==> src/rtl/cnt_sched_pkg.sv <==
// -----------------------------------------------------------------------------
// cnt_sched_pkg
//   Shared definitions for the counter round-robin scheduler:
//     - state_e    : scheduler FSM states (IDLE / CLEAR / COUNT / DONE)
//     - ID_W       : owner-index width for the default requester count
//     - rr_pick    : round-robin winner selection, returns a one-hot vector
//     - fp_pick    : fixed-priority winner selection (lowest index wins)
//   The pick functions work on MAX_REQ-wide vectors so that one definition
//   serves every legal NUM_REQ (2..8); callers zero-pad unused requesters.
// -----------------------------------------------------------------------------
package cnt_sched_pkg;

  localparam int NUM_REQ_DEF = 4;
  localparam int CNT_W_DEF   = 4;
  localparam int ID_W        = $clog2(NUM_REQ_DEF);
  localparam int MAX_REQ     = 8;
  localparam int PTR_W       = $clog2(MAX_REQ);

  typedef enum logic [1:0] {
    ST_IDLE  = 2'd0,
    ST_CLEAR = 2'd1,
    ST_COUNT = 2'd2,
    ST_DONE  = 2'd3
  } state_e;

  // First set bit searching upward from ptr+1, wrapping modulo n.
  // The last owner (ptr) is visited last, which gives the rotation.
  function automatic logic [MAX_REQ-1:0] rr_pick(
    input logic [MAX_REQ-1:0] req,
    input logic [PTR_W-1:0]   ptr,
    input int                 n
  );
    logic [MAX_REQ-1:0] win;
    logic               found;
    logic [PTR_W-1:0]   idx;
    win   = '0;
    found = 1'b0;
    for (int i = 1; i <= MAX_REQ; i++) begin
      idx = PTR_W'((int'(ptr) + i) % n);
      if (i <= n && !found && req[idx]) begin
        win[idx] = 1'b1;
        found    = 1'b1;
      end
    end
    return win;
  endfunction

  // Lowest index wins.
  function automatic logic [MAX_REQ-1:0] fp_pick(
    input logic [MAX_REQ-1:0] req
  );
    logic [MAX_REQ-1:0] win;
    logic               found;
    win   = '0;
    found = 1'b0;
    for (int i = 0; i < MAX_REQ; i++) begin
      if (!found && req[i]) begin
        win[i] = 1'b1;
        found  = 1'b1;
      end
    end
    return win;
  endfunction

endpackage

==> src/rtl/shared_counter_core.sv <==
// -----------------------------------------------------------------------------
// shared_counter_core
//   CNT_W-bit up-counter with synchronous clear and enable.
//   clear has priority over enable.
// Ports:
//   clock       : rising-edge clock
//   reset_n     : asynchronous active-low reset (counter -> 0)
//   clear       : load zero on the next edge
//   enable      : increment on the next edge
//   counter_out : live counter value
// -----------------------------------------------------------------------------
module shared_counter_core #(
  parameter int CNT_W = 4
) (
  input  logic             clock,
  input  logic             reset_n,
  input  logic             clear,
  input  logic             enable,
  output logic [CNT_W-1:0] counter_out
);

  logic [CNT_W-1:0] cnt_q;

  // NOTE: sequential state uses non-blocking (<=) so every flop samples
  // pre-edge values, independent of process evaluation order.
  always_ff @(posedge clock or negedge reset_n) begin
    if (!reset_n) begin
      cnt_q <= '0;
    end else if (clear) begin
      cnt_q <= '0;
    end else if (enable) begin
      cnt_q <= cnt_q + CNT_W'(1);
    end
  end

  assign counter_out = cnt_q;

endmodule

==> src/rtl/counter_rr_scheduler.sv <==
// -----------------------------------------------------------------------------
// counter_rr_scheduler
//   Shares one CNT_W-bit counter between NUM_REQ requesters. A granted owner
//   gets the counter cleared, counted up to its len slice, and a one-cycle
//   done pulse; then the counter is released. Owners that drop req while
//   counting abort the run without a done pulse.
//
// Build option:
//   CNT_SCHED_FIXED_PRIORITY_EN : defined   -> fixed priority, lowest index wins
//                                 undefined -> round-robin from last owner + 1
//
// Ports:
//   clock       : rising-edge clock
//   reset_n     : asynchronous active-low reset
//   req         : per-requester run request (level)
//   len         : per-requester target, slice i = len[i*CNT_W +: CNT_W],
//                 sampled only when that requester is granted
//   grant       : registered one-hot owner indication
//   done        : registered one-cycle completion pulse to the owner
//   busy        : high whenever the FSM is not IDLE
//   active_id   : index of the current or most recent owner
//   counter_out : live value of the shared counter
// -----------------------------------------------------------------------------
module counter_rr_scheduler
  import cnt_sched_pkg::*;
#(
  parameter  int NUM_REQ = NUM_REQ_DEF,
  parameter  int CNT_W   = CNT_W_DEF,
  localparam int ACT_W   = $clog2(NUM_REQ)
) (
  input  logic                     clock,
  input  logic                     reset_n,
  input  logic [NUM_REQ-1:0]       req,
  input  logic [NUM_REQ*CNT_W-1:0] len,
  output logic [NUM_REQ-1:0]       grant,
  output logic [NUM_REQ-1:0]       done,
  output logic                     busy,
  output logic [ACT_W-1:0]         active_id,
  output logic [CNT_W-1:0]         counter_out
);

  state_e             state_q, state_d;
  logic [NUM_REQ-1:0] grant_q, grant_d;
  logic [NUM_REQ-1:0] done_q, done_d;
  logic [ACT_W-1:0]   active_id_q, active_id_d;
  logic [CNT_W-1:0]   target_q, target_d;

  logic               cnt_clear;
  logic               cnt_enable;
  logic [CNT_W-1:0]   cnt_val;

  logic [MAX_REQ-1:0] req_ext;
  logic [MAX_REQ-1:0] win_ext;
  logic [NUM_REQ-1:0] winner;
  logic [ACT_W-1:0]   winner_id;

  // ---------------------------------------------------------------------------
  // Arbitration
  // ---------------------------------------------------------------------------
  assign req_ext = MAX_REQ'(req);

`ifdef CNT_SCHED_FIXED_PRIORITY_EN
  assign win_ext = fp_pick(req_ext);
`else
  // Index of the last owner (completed or aborted); reset value NUM_REQ-1
  // makes requester 0 the first candidate.
  logic [ACT_W-1:0] ptr_q, ptr_d;

  assign win_ext = rr_pick(req_ext, PTR_W'(ptr_q), NUM_REQ);

  always_ff @(posedge clock or negedge reset_n) begin
    if (!reset_n) begin
      ptr_q <= ACT_W'(NUM_REQ - 1);
    end else begin
      ptr_q <= ptr_d;
    end
  end
`endif

  assign winner = win_ext[NUM_REQ-1:0];

  // Padded requester lanes are always zero; the pick never sets them.
  if (NUM_REQ < MAX_REQ) begin : g_pad
    logic unused_win_hi;
    assign unused_win_hi = |win_ext[MAX_REQ-1:NUM_REQ];
  end

  always_comb begin
    winner_id = '0;
    for (int i = 0; i < NUM_REQ; i++) begin
      if (winner[i]) winner_id = ACT_W'(i);
    end
  end

  // ---------------------------------------------------------------------------
  // FSM: state register + next-state/output logic
  // ---------------------------------------------------------------------------
  always_ff @(posedge clock or negedge reset_n) begin
    if (!reset_n) begin
      state_q     <= ST_IDLE;
      grant_q     <= '0;
      done_q      <= '0;
      active_id_q <= '0;
      target_q    <= '0;
    end else begin
      state_q     <= state_d;
      grant_q     <= grant_d;
      done_q      <= done_d;
      active_id_q <= active_id_d;
      target_q    <= target_d;
    end
  end

  // NOTE: every variable gets a default before the case statement, so no
  // path leaves one unassigned and no latch is inferred.
  always_comb begin
    state_d     = state_q;
    grant_d     = grant_q;
    done_d      = '0;
    active_id_d = active_id_q;
    target_d    = target_q;
    cnt_clear   = 1'b0;
    cnt_enable  = 1'b0;
`ifndef CNT_SCHED_FIXED_PRIORITY_EN
    ptr_d       = ptr_q;
`endif

    unique case (state_q)
      ST_IDLE: begin
        if (|req) begin
          grant_d     = winner;
          active_id_d = winner_id;
          target_d    = len[winner_id*CNT_W +: CNT_W];
          state_d     = ST_CLEAR;
        end
      end

      ST_CLEAR: begin
        cnt_clear = 1'b1;
        state_d   = ST_COUNT;
      end

      ST_COUNT: begin
        // Abort outranks completion; compare precedes increment, so the
        // counter stops at the target and can never wrap.
        if (!req[active_id_q]) begin
          grant_d = '0;
          state_d = ST_IDLE;
`ifndef CNT_SCHED_FIXED_PRIORITY_EN
          ptr_d   = active_id_q;
`endif
        end else if (cnt_val == target_q) begin
          grant_d              = '0;
          done_d[active_id_q]  = 1'b1;
          state_d              = ST_DONE;
        end else begin
          cnt_enable = 1'b1;
        end
      end

      ST_DONE: begin
        state_d = ST_IDLE;
`ifndef CNT_SCHED_FIXED_PRIORITY_EN
        ptr_d   = active_id_q;
`endif
      end

      default: state_d = ST_IDLE;
    endcase
  end

  // ---------------------------------------------------------------------------
  // Shared counter
  // ---------------------------------------------------------------------------
  shared_counter_core #(
    .CNT_W (CNT_W)
  ) u_counter (
    .clock       (clock),
    .reset_n     (reset_n),
    .clear       (cnt_clear),
    .enable      (cnt_enable),
    .counter_out (cnt_val)
  );

  assign grant       = grant_q;
  assign done        = done_q;
  assign busy        = (state_q != ST_IDLE);
  assign active_id   = active_id_q;
  assign counter_out = cnt_val;

endmodule

==> config.mk <==
export PLATFORM = sky130hd
export DESIGN_NAME = counter_rr_scheduler
export DESIGN_NICKNAME = d
export VERILOG_FILES = /design/src/rtl/cnt_sched_pkg.sv /design/src/rtl/shared_counter_core.sv /design/src/rtl/counter_rr_scheduler.sv
export SDC_FILE = /design/constraint.sdc
export NUM_CORES = 1
export LEC_CHECK = 0
export CAP_MARGIN = 20
export CORE_UTILIZATION = 53
export CTS_BUF_LIST = sky130_fd_sc_hd__clkbuf_8
export DETAILED_ROUTE_END_ITERATION = 8
export GPL_TIMING_DRIVEN = 0
export PLACE_DENSITY = 0.95
export SYNTH_ARGS = -nofsm -noshare
export SYNTH_HDL_FRONTEND = slang
export SYNTH_HIERARCHICAL = 1
export SYNTH_SLANG_ARGS = --single-unit
==> constraint.sdc <==
create_clock -name clock -period 5.2 [get_ports clock]
set_input_delay 1.04 -clock clock [delete_from_list [all_inputs] [get_ports clock]]
set_output_delay 1.04 -clock clock [all_outputs]
set_load 0.005 [all_outputs]
# [After elaboration in Yosys (flattened, before gate mapping)]
# Index checks and enable logic that the tools add are counted.
[word_totals] regBits=22 inputBits=22 out_inout_bits=15
[op_classes] n_addsub=5 magnitude_cmp=10 eq_ne=7 shift=1 muxes=49 n_bitwise=7 reduce_logical=25
[ops] operator="two-way mux 4 bit" n=12
[ops] operator="two-way mux 1 bit" n=18
[ops] operator="< comparator 3 x 4 -> 1 bit, second input constant" n=4
[ops] operator="variable part select 16 x 5 -> 4 bit" n=1
[ops] operator="binary-select mux 1 bit (select 3 bit)" n=4
[ops] operator="demux 1 bit (select 3 bit)" n=4
[ops] operator="greater-or-equal comparator 3 x 1 -> 1 bit, second input constant" n=4
[ops] operator="two-way mux 2 bit" n=6
[ops] operator="OR 4 bit" n=3
[ops] operator="logical AND 1 bit" n=8
[ops] operator="one-hot mux 2 bit (4 select lines)" n=1
[ops] operator="one-hot mux 4 bit (2 select lines)" n=1
[ops] operator="nonzero test 2 bit" n=4
[ops] operator="OR reduction 2 bit" n=4
[ops] operator="AND reduction 2 bit" n=3
[ops] operator="adder 2 x 1 -> 2 bit, second input constant" n=2
[ops] operator="adder 2 bit, second input constant" n=2
[ops] operator="adder 4 x 1 -> 4 bit, second input constant" n=1
[ops] operator="bitwise AND 1 bit, first input constant" n=4
[ops] operator="equality test 2 bit, second input constant" n=2
[ops] operator="equality test 4 bit" n=1
[ops] operator="inequality test 2 bit, second input constant" n=2
[ops] operator="one-hot mux 2 bit (2 select lines)" n=1
[ops] operator="OR reduction 4 bit" n=1
[ops] operator="other kinds (9)" n=11

# [Longest topological paths before layout]
[depth] ltp_word=19 ltp_mapped=9 ltp_nobuf=8

# [Cells and area by module]
# The synthesis kept the hierarchy.
[by_module_without_submodules] mod="counter_rr_scheduler" instances=1 cells_each=132 area_per_inst_um2=1308.8 seq_area_each_um2=452.9
[by_module_without_submodules] mod="shared_counter_core" instances=1 cells_each=16 area_per_inst_um2=192.7 seq_area_each_um2=100.1

# [Worst setup path after synthesis]
# OpenSTA, ideal clock, no wires.
[synth_timing] path_kind="input to register" from="input port req[0]" to="register active_id_q[0], in the netlist active_id[0]" t_arrival_ns=2.625 slack_ns=2.456 stages=6 path_buffers=0 path_cell_list="mux4_2 a221o_1 a311oi_4 and2_4 o21ai_0 o21a_1"
[synth_via] elab_chain_cells=15 elab_cells_between_ends=29 classes_between="mux (18); bitwise (3); reduce/logical (8)"
[synth_lines] item="from (decl)" line_no="counter_rr_scheduler.sv:33" rtl="input logic [NUM_REQ-1:0] req,"
[synth_lines] item="binary-select mux 1 bit (select 3 bit)" line_no="cnt_sched_pkg.sv:40" rtl="if (i <= n && !found && req[idx]) begin"
[synth_lines] item="two-way mux 1 bit (implied by the code)" line_no="cnt_sched_pkg.sv:40"
[synth_lines] item="two-way mux 1 bit" line_no="cnt_sched_pkg.sv:40"
[synth_lines] item="zero test 1 bit" line_no="cnt_sched_pkg.sv:40"
[synth_lines] item="logical AND 1 bit" line_no="cnt_sched_pkg.sv:40"
[synth_lines] item="two-way mux 1 bit" line_no="cnt_sched_pkg.sv:40"
[synth_lines] item="zero test 1 bit" line_no="cnt_sched_pkg.sv:40"
[synth_lines] item="logical AND 1 bit" line_no="cnt_sched_pkg.sv:40"
[synth_lines] item="two-way mux 1 bit" line_no="cnt_sched_pkg.sv:40"
[synth_lines] item="zero test 1 bit" line_no="cnt_sched_pkg.sv:40"
[synth_lines] item="logical AND 1 bit" line_no="cnt_sched_pkg.sv:40"
[synth_lines] item="two-way mux 4 bit" line_no="cnt_sched_pkg.sv:40"
[synth_lines] item="two-way mux 1 bit" line_no="counter_rr_scheduler.sv:91" rtl="if (winner[i]) winner_id = ACT_W'(i);"
[synth_lines] item="two-way mux 2 bit (2 in series)" line_no="counter_rr_scheduler.sv:91"
[synth_lines] item="to (signal assigned)" line_no="counter_rr_scheduler.sv:109" rtl="active_id_q <= active_id_d;"
[synth_lines] item="to (decl)" line_no="counter_rr_scheduler.sv:45" rtl="logic [ACT_W-1:0] active_id_q, active_id_d;"
# Several ways; a longest one is shown, not always the timed one. The select of a mux whose other input is x is not followed.
# A chain may end at the register's enable or synchronous reset.

# [Final worst setup path]
[layout_timing] from="input port req[0]" to="register target_q[2]"
[layout_via] elab_chain_cells=16 elab_cells_between_ends=30 classes_between="shift (1); mux (18); bitwise (3); reduce/logical (8)"
[layout_lines] item="binary-select mux 1 bit (select 3 bit)" line_no="cnt_sched_pkg.sv:40"
[layout_lines] item="two-way mux 1 bit (implied by the code)" line_no="cnt_sched_pkg.sv:40"
[layout_lines] item="two-way mux 1 bit" line_no="cnt_sched_pkg.sv:40"
[layout_lines] item="zero test 1 bit" line_no="cnt_sched_pkg.sv:40"
[layout_lines] item="logical AND 1 bit" line_no="cnt_sched_pkg.sv:40"
[layout_lines] item="two-way mux 1 bit" line_no="cnt_sched_pkg.sv:40"
[layout_lines] item="zero test 1 bit" line_no="cnt_sched_pkg.sv:40"
[layout_lines] item="logical AND 1 bit" line_no="cnt_sched_pkg.sv:40"
[layout_lines] item="two-way mux 1 bit" line_no="cnt_sched_pkg.sv:40"
[layout_lines] item="zero test 1 bit" line_no="cnt_sched_pkg.sv:40"
[layout_lines] item="logical AND 1 bit" line_no="cnt_sched_pkg.sv:40"
[layout_lines] item="two-way mux 4 bit" line_no="cnt_sched_pkg.sv:40"
[layout_lines] item="two-way mux 1 bit" line_no="counter_rr_scheduler.sv:91"
[layout_lines] item="two-way mux 2 bit (2 in series)" line_no="counter_rr_scheduler.sv:91"
[layout_lines] item="variable part select 16 x 5 -> 4 bit" line_no="counter_rr_scheduler.sv:133" rtl="target_d = len[winner_id*CNT_W +: CNT_W];"
[layout_lines] item="to (signal assigned)" line_no="counter_rr_scheduler.sv:110" rtl="target_q <= target_d;"
[layout_lines] item="to (decl)" line_no="counter_rr_scheduler.sv:46" rtl="logic [CNT_W-1:0] target_q, target_d;"
# Several ways; a longest one is shown, not always the timed one. The select of a mux whose other input is x is not followed.

==> results_dict.tcl <==
set metrics [dict create \
    run_status "finished, final reports clean" \
    post-cts-setup-buffer-count 0 \
    vias_per_cell 6.13 \
    drt_initial_violations 48 \
    synthSimpleGateAreaFrac_pct 19.8 \
    max-cap-violations 0 \
    leakage_nw 0.834 \
    cts_hold_repair.buffers 0 \
    dpl.hpwl_mm 2.82 \
    postCtsResizedCells 0 \
    yosysUniqueCellTypes 49 \
    headroom_to_the_max_slew_limit_pct 56.6 \
    layout-area-overhead-vs-synth_pct 31.2 \
    synth_compound_area_share_pct 20.3 \
    clock_latency_on_the_worst_skew_pair_ps 260 \
    synth_most_common_cell "sky130_fd_sc_hd__dfrtp_1" \
    routed-via-count 1342 \
    tightestPinTransition_ps 644 \
    syn-instance-count 148 \
    synth_area_in_xor_xnor_pct 2.92 \
    antenna_cells 0 \
    setup-tns-final_ps 0 \
    antenna_found_initial 0 \
    async_reset_ff_share_pct 100 \
    place.port_buffers 36 \
    syn-cell-area_um2 1500 \
    yosys-mux-area-fraction_pct 10.1 \
    classification_of_the_worst_setup_path "in -> reg" \
    largest_net_degree_at_the_start_of_global_routing 23 \
    reg2reg_setup_slack_ps 2120 \
    area_of_the_core_um2 2570 \
    tritoncts "yes" \
    hold_violations 0 \
    final.min_clock_period_ps 3320 \
    cts-htree-levels 1 \
    post-synth-top-area-cell "sky130_fd_sc_hd__dfrtp_1" \
    synth_largest_type_area_fraction_pct 33.3 \
    setup_violations 0 \
    place_congestion 0.815 \
    synthTopCellsByArea "sky130_fd_sc_hd__dfrtp_1, sky130_fd_sc_hd__ha_1, sky130_fd_sc_hd__mux4_2" \
    drt.antenna.violating_nets 0 \
    critical_path.startpoint_type "input pin" \
    clkTransAtPathRegs_ps 80 \
    ys_warn_count 6 \
    floorplan.rows 18 \
    report.final.slew_viol_count 0 \
    start_util_pct 58.5 \
    clk_path_buf_depth 2 \
    adder_and_majority_gate_portion_of_the_synthesized_area_pct 7.50 \
    register_bit_count_reported_by_yosys 22 \
    grt.total_usage_pct 25.3 \
    cts.sink_count 22 \
    worst_ep_arrival_time_ps 3460 \
    grt_pass1_wl_mm 6.18 \
    synth_edf_count 0 \
    final.period_utilization_pct 63.8 \
    peakVddDrop_mv 0.406 \
    fin_total_pwr_w 0.00112 \
    drt-pass1-iter-count 4 \
    synth_common_cells "sky130_fd_sc_hd__dfrtp_1, sky130_fd_sc_hd__o21ai_0, sky130_fd_sc_hd__nand2_1" \
    hold_class "reg -> reg" \
    die_area_um2 3050 \
    crit_path_max_fanout 8 \
    synth_seq_area_share_pct 36.8 \
    drt_drc_violations_left 0 \
    ys_dominant_reg_cell "sky130_fd_sc_hd__dfrtp_1" \
    fin_worst_skew_ps 1.51 \
    die_y_um 55.2 \
    global_route.overflow_total 0 \
    cts-root-buf "sky130_fd_sc_hd__clkbuf_8" \
    post_route_cells_drive_above_1_share_pct 13.8 \
    finalNetCount 221 \
    route.final.wire_length_mm 3.72 \
    wire_per_inst_um 17.0 \
    grt_pass1_vias 1319 \
    cts_inserted_buffers 3 \
    die_w_um 55.2 \
    setup_repair_after_global_routing_missed_its_margin "no" \
    data_required_time_at_the_worst_endpoint_ps 5340 \
    io_pins 37 \
    max_freq_ghz 0.301 \
    syn_nets 179 \
    post_synth.cell_area_avg_um2 10.1 \
    power_per_cell_area_nw_per_um2 568 \
    setup.worst_path.end_class "flop" \
    dominant_combinational_cell_family_by_area_after_synthesis "compound AO/OA/AOI/OAI gates" \
]
==> cells in the final DEF, fill, tap and decap left out, types with 4 or more instances in the layout <==
| cell type | Yosys | layout |
|---|---|---|
| sky130_fd_sc_hd__nor3b_1 | 6 | 6 |
| sky130_fd_sc_hd__inv_1 | 5 | 5 |
| sky130_fd_sc_hd__clkdlybuf4s50_1 | 0 | 36 |
| sky130_fd_sc_hd__o21ai_1 | 4 | 4 |
| sky130_fd_sc_hd__clkbuf_8 | 0 | 4 |
| sky130_fd_sc_hd__dfrtp_1 | 20 | 20 |
| sky130_fd_sc_hd__xnor2_1 | 5 | 5 |
| sky130_fd_sc_hd__nor2_1 | 8 | 8 |
| sky130_fd_sc_hd__a21oi_1 | 7 | 7 |
| sky130_fd_sc_hd__ha_1 | 9 | 9 |
| sky130_fd_sc_hd__o21ai_0 | 13 | 13 |
| sky130_fd_sc_hd__nand2_1 | 10 | 10 |
| sky130_fd_sc_hd__a211oi_1 | 4 | 4 |
| sky130_fd_sc_hd__a21boi_0 | 5 | 5 |
==> registers in the layout (all words and copies together) (netlist names) <==
register and cells:
done 4, grant 4, target_q 4, u_counter/counter_out 4
active_id 2, ptr_q 2, state_q 2
==> worst paths after layout <==
kind                                 startpoint                       to  cells after the start
setup reg to reg           ptr_q[0]$_DFFE_PN1P_  target_q[2]$_DFFE_PN0P_                      8
min in group asynchronous               reset_n        done[3]$_DFF_PN0_                      1
setup / recovery                         req[0]  target_q[2]$_DFFE_PN0P_                      6
max in group asynchronous               reset_n     ptr_q[0]$_DFFE_PN1P_                      2
hold / removal             grant[0]$_DFFE_PN0P_     grant[0]$_DFFE_PN0P_                      2
hold reg to reg            grant[0]$_DFFE_PN0P_     grant[0]$_DFFE_PN0P_                      2
==> kinds of logic after synthesis <==
logic type                 Yosys count
AOI/OAI and AO/OA                   45
and+or+nand+nor                     51
buffers and inverters                7
DFF                                 22
adders and majority gates            9
muxes                                9
xor gates and xnor gates             5
==> stage by stage <==
stage / cell area (um2) / instances / setup WS [ps] / utilization [%] / hold slack (ps)
after floorplan: 1500 / 148 / 2460 / - / 473
after global placement: 1900 / 214 / 1770 / 74.0 / 467
after detailed placement: 1900 / 214 / 1570 / 74.0 / 477
after CTS: 1950 / 218 / 1850 / 76.1 / 517
after global routing: 1970 / 219 / 1770 / 76.7 / 546
final: 1970 / 219 / 1880 / 76.7 / 514
==> metal layers <==
metal / global-route usage [%] / up-vias / share of wire [%]
met5: 0 / - / 0
met4: 10.0 / 0 / 3.1
met3: 3.04 / 14 / 3.8
met2: 46.0 / 41 / 52
met1: 30.2 / 658 / 41
li1: - / 629 / -
==> area by class of cell <==
type                            instances  area (um2)
Multi-Input combinational cell        119         911
Fill cell                             195         598
Sequential cell                        22         553
Timing Repair Buffer                   37         375
Clock buffer                            4        55.1
Tap cell                               30        37.5
Buffer                                  2        18.8
Inverter                                5        18.8
==> worst max-delay path, stage by stage <==
cell and delay (ps):
sky130_fd_sc_hd__clkdlybuf4s50_1 470, sky130_fd_sc_hd__mux4_2 570, sky130_fd_sc_hd__o311ai_0 630, sky130_fd_sc_hd__a21boi_0 270, sky130_fd_sc_hd__a211oi_1 380, sky130_fd_sc_hd__o21ai_1 100
==> power breakdown <==
part | internal, W | switching (W) | total, W
Sequential | 0.000236 | 0.0000727 | 0.000309
Combinational | 0.000317 | 0.000371 | 0.000688
Clock | 0.0000674 | 0.0000542 | 0.000122
No activity file was read; power rests on OpenSTA's default activity.
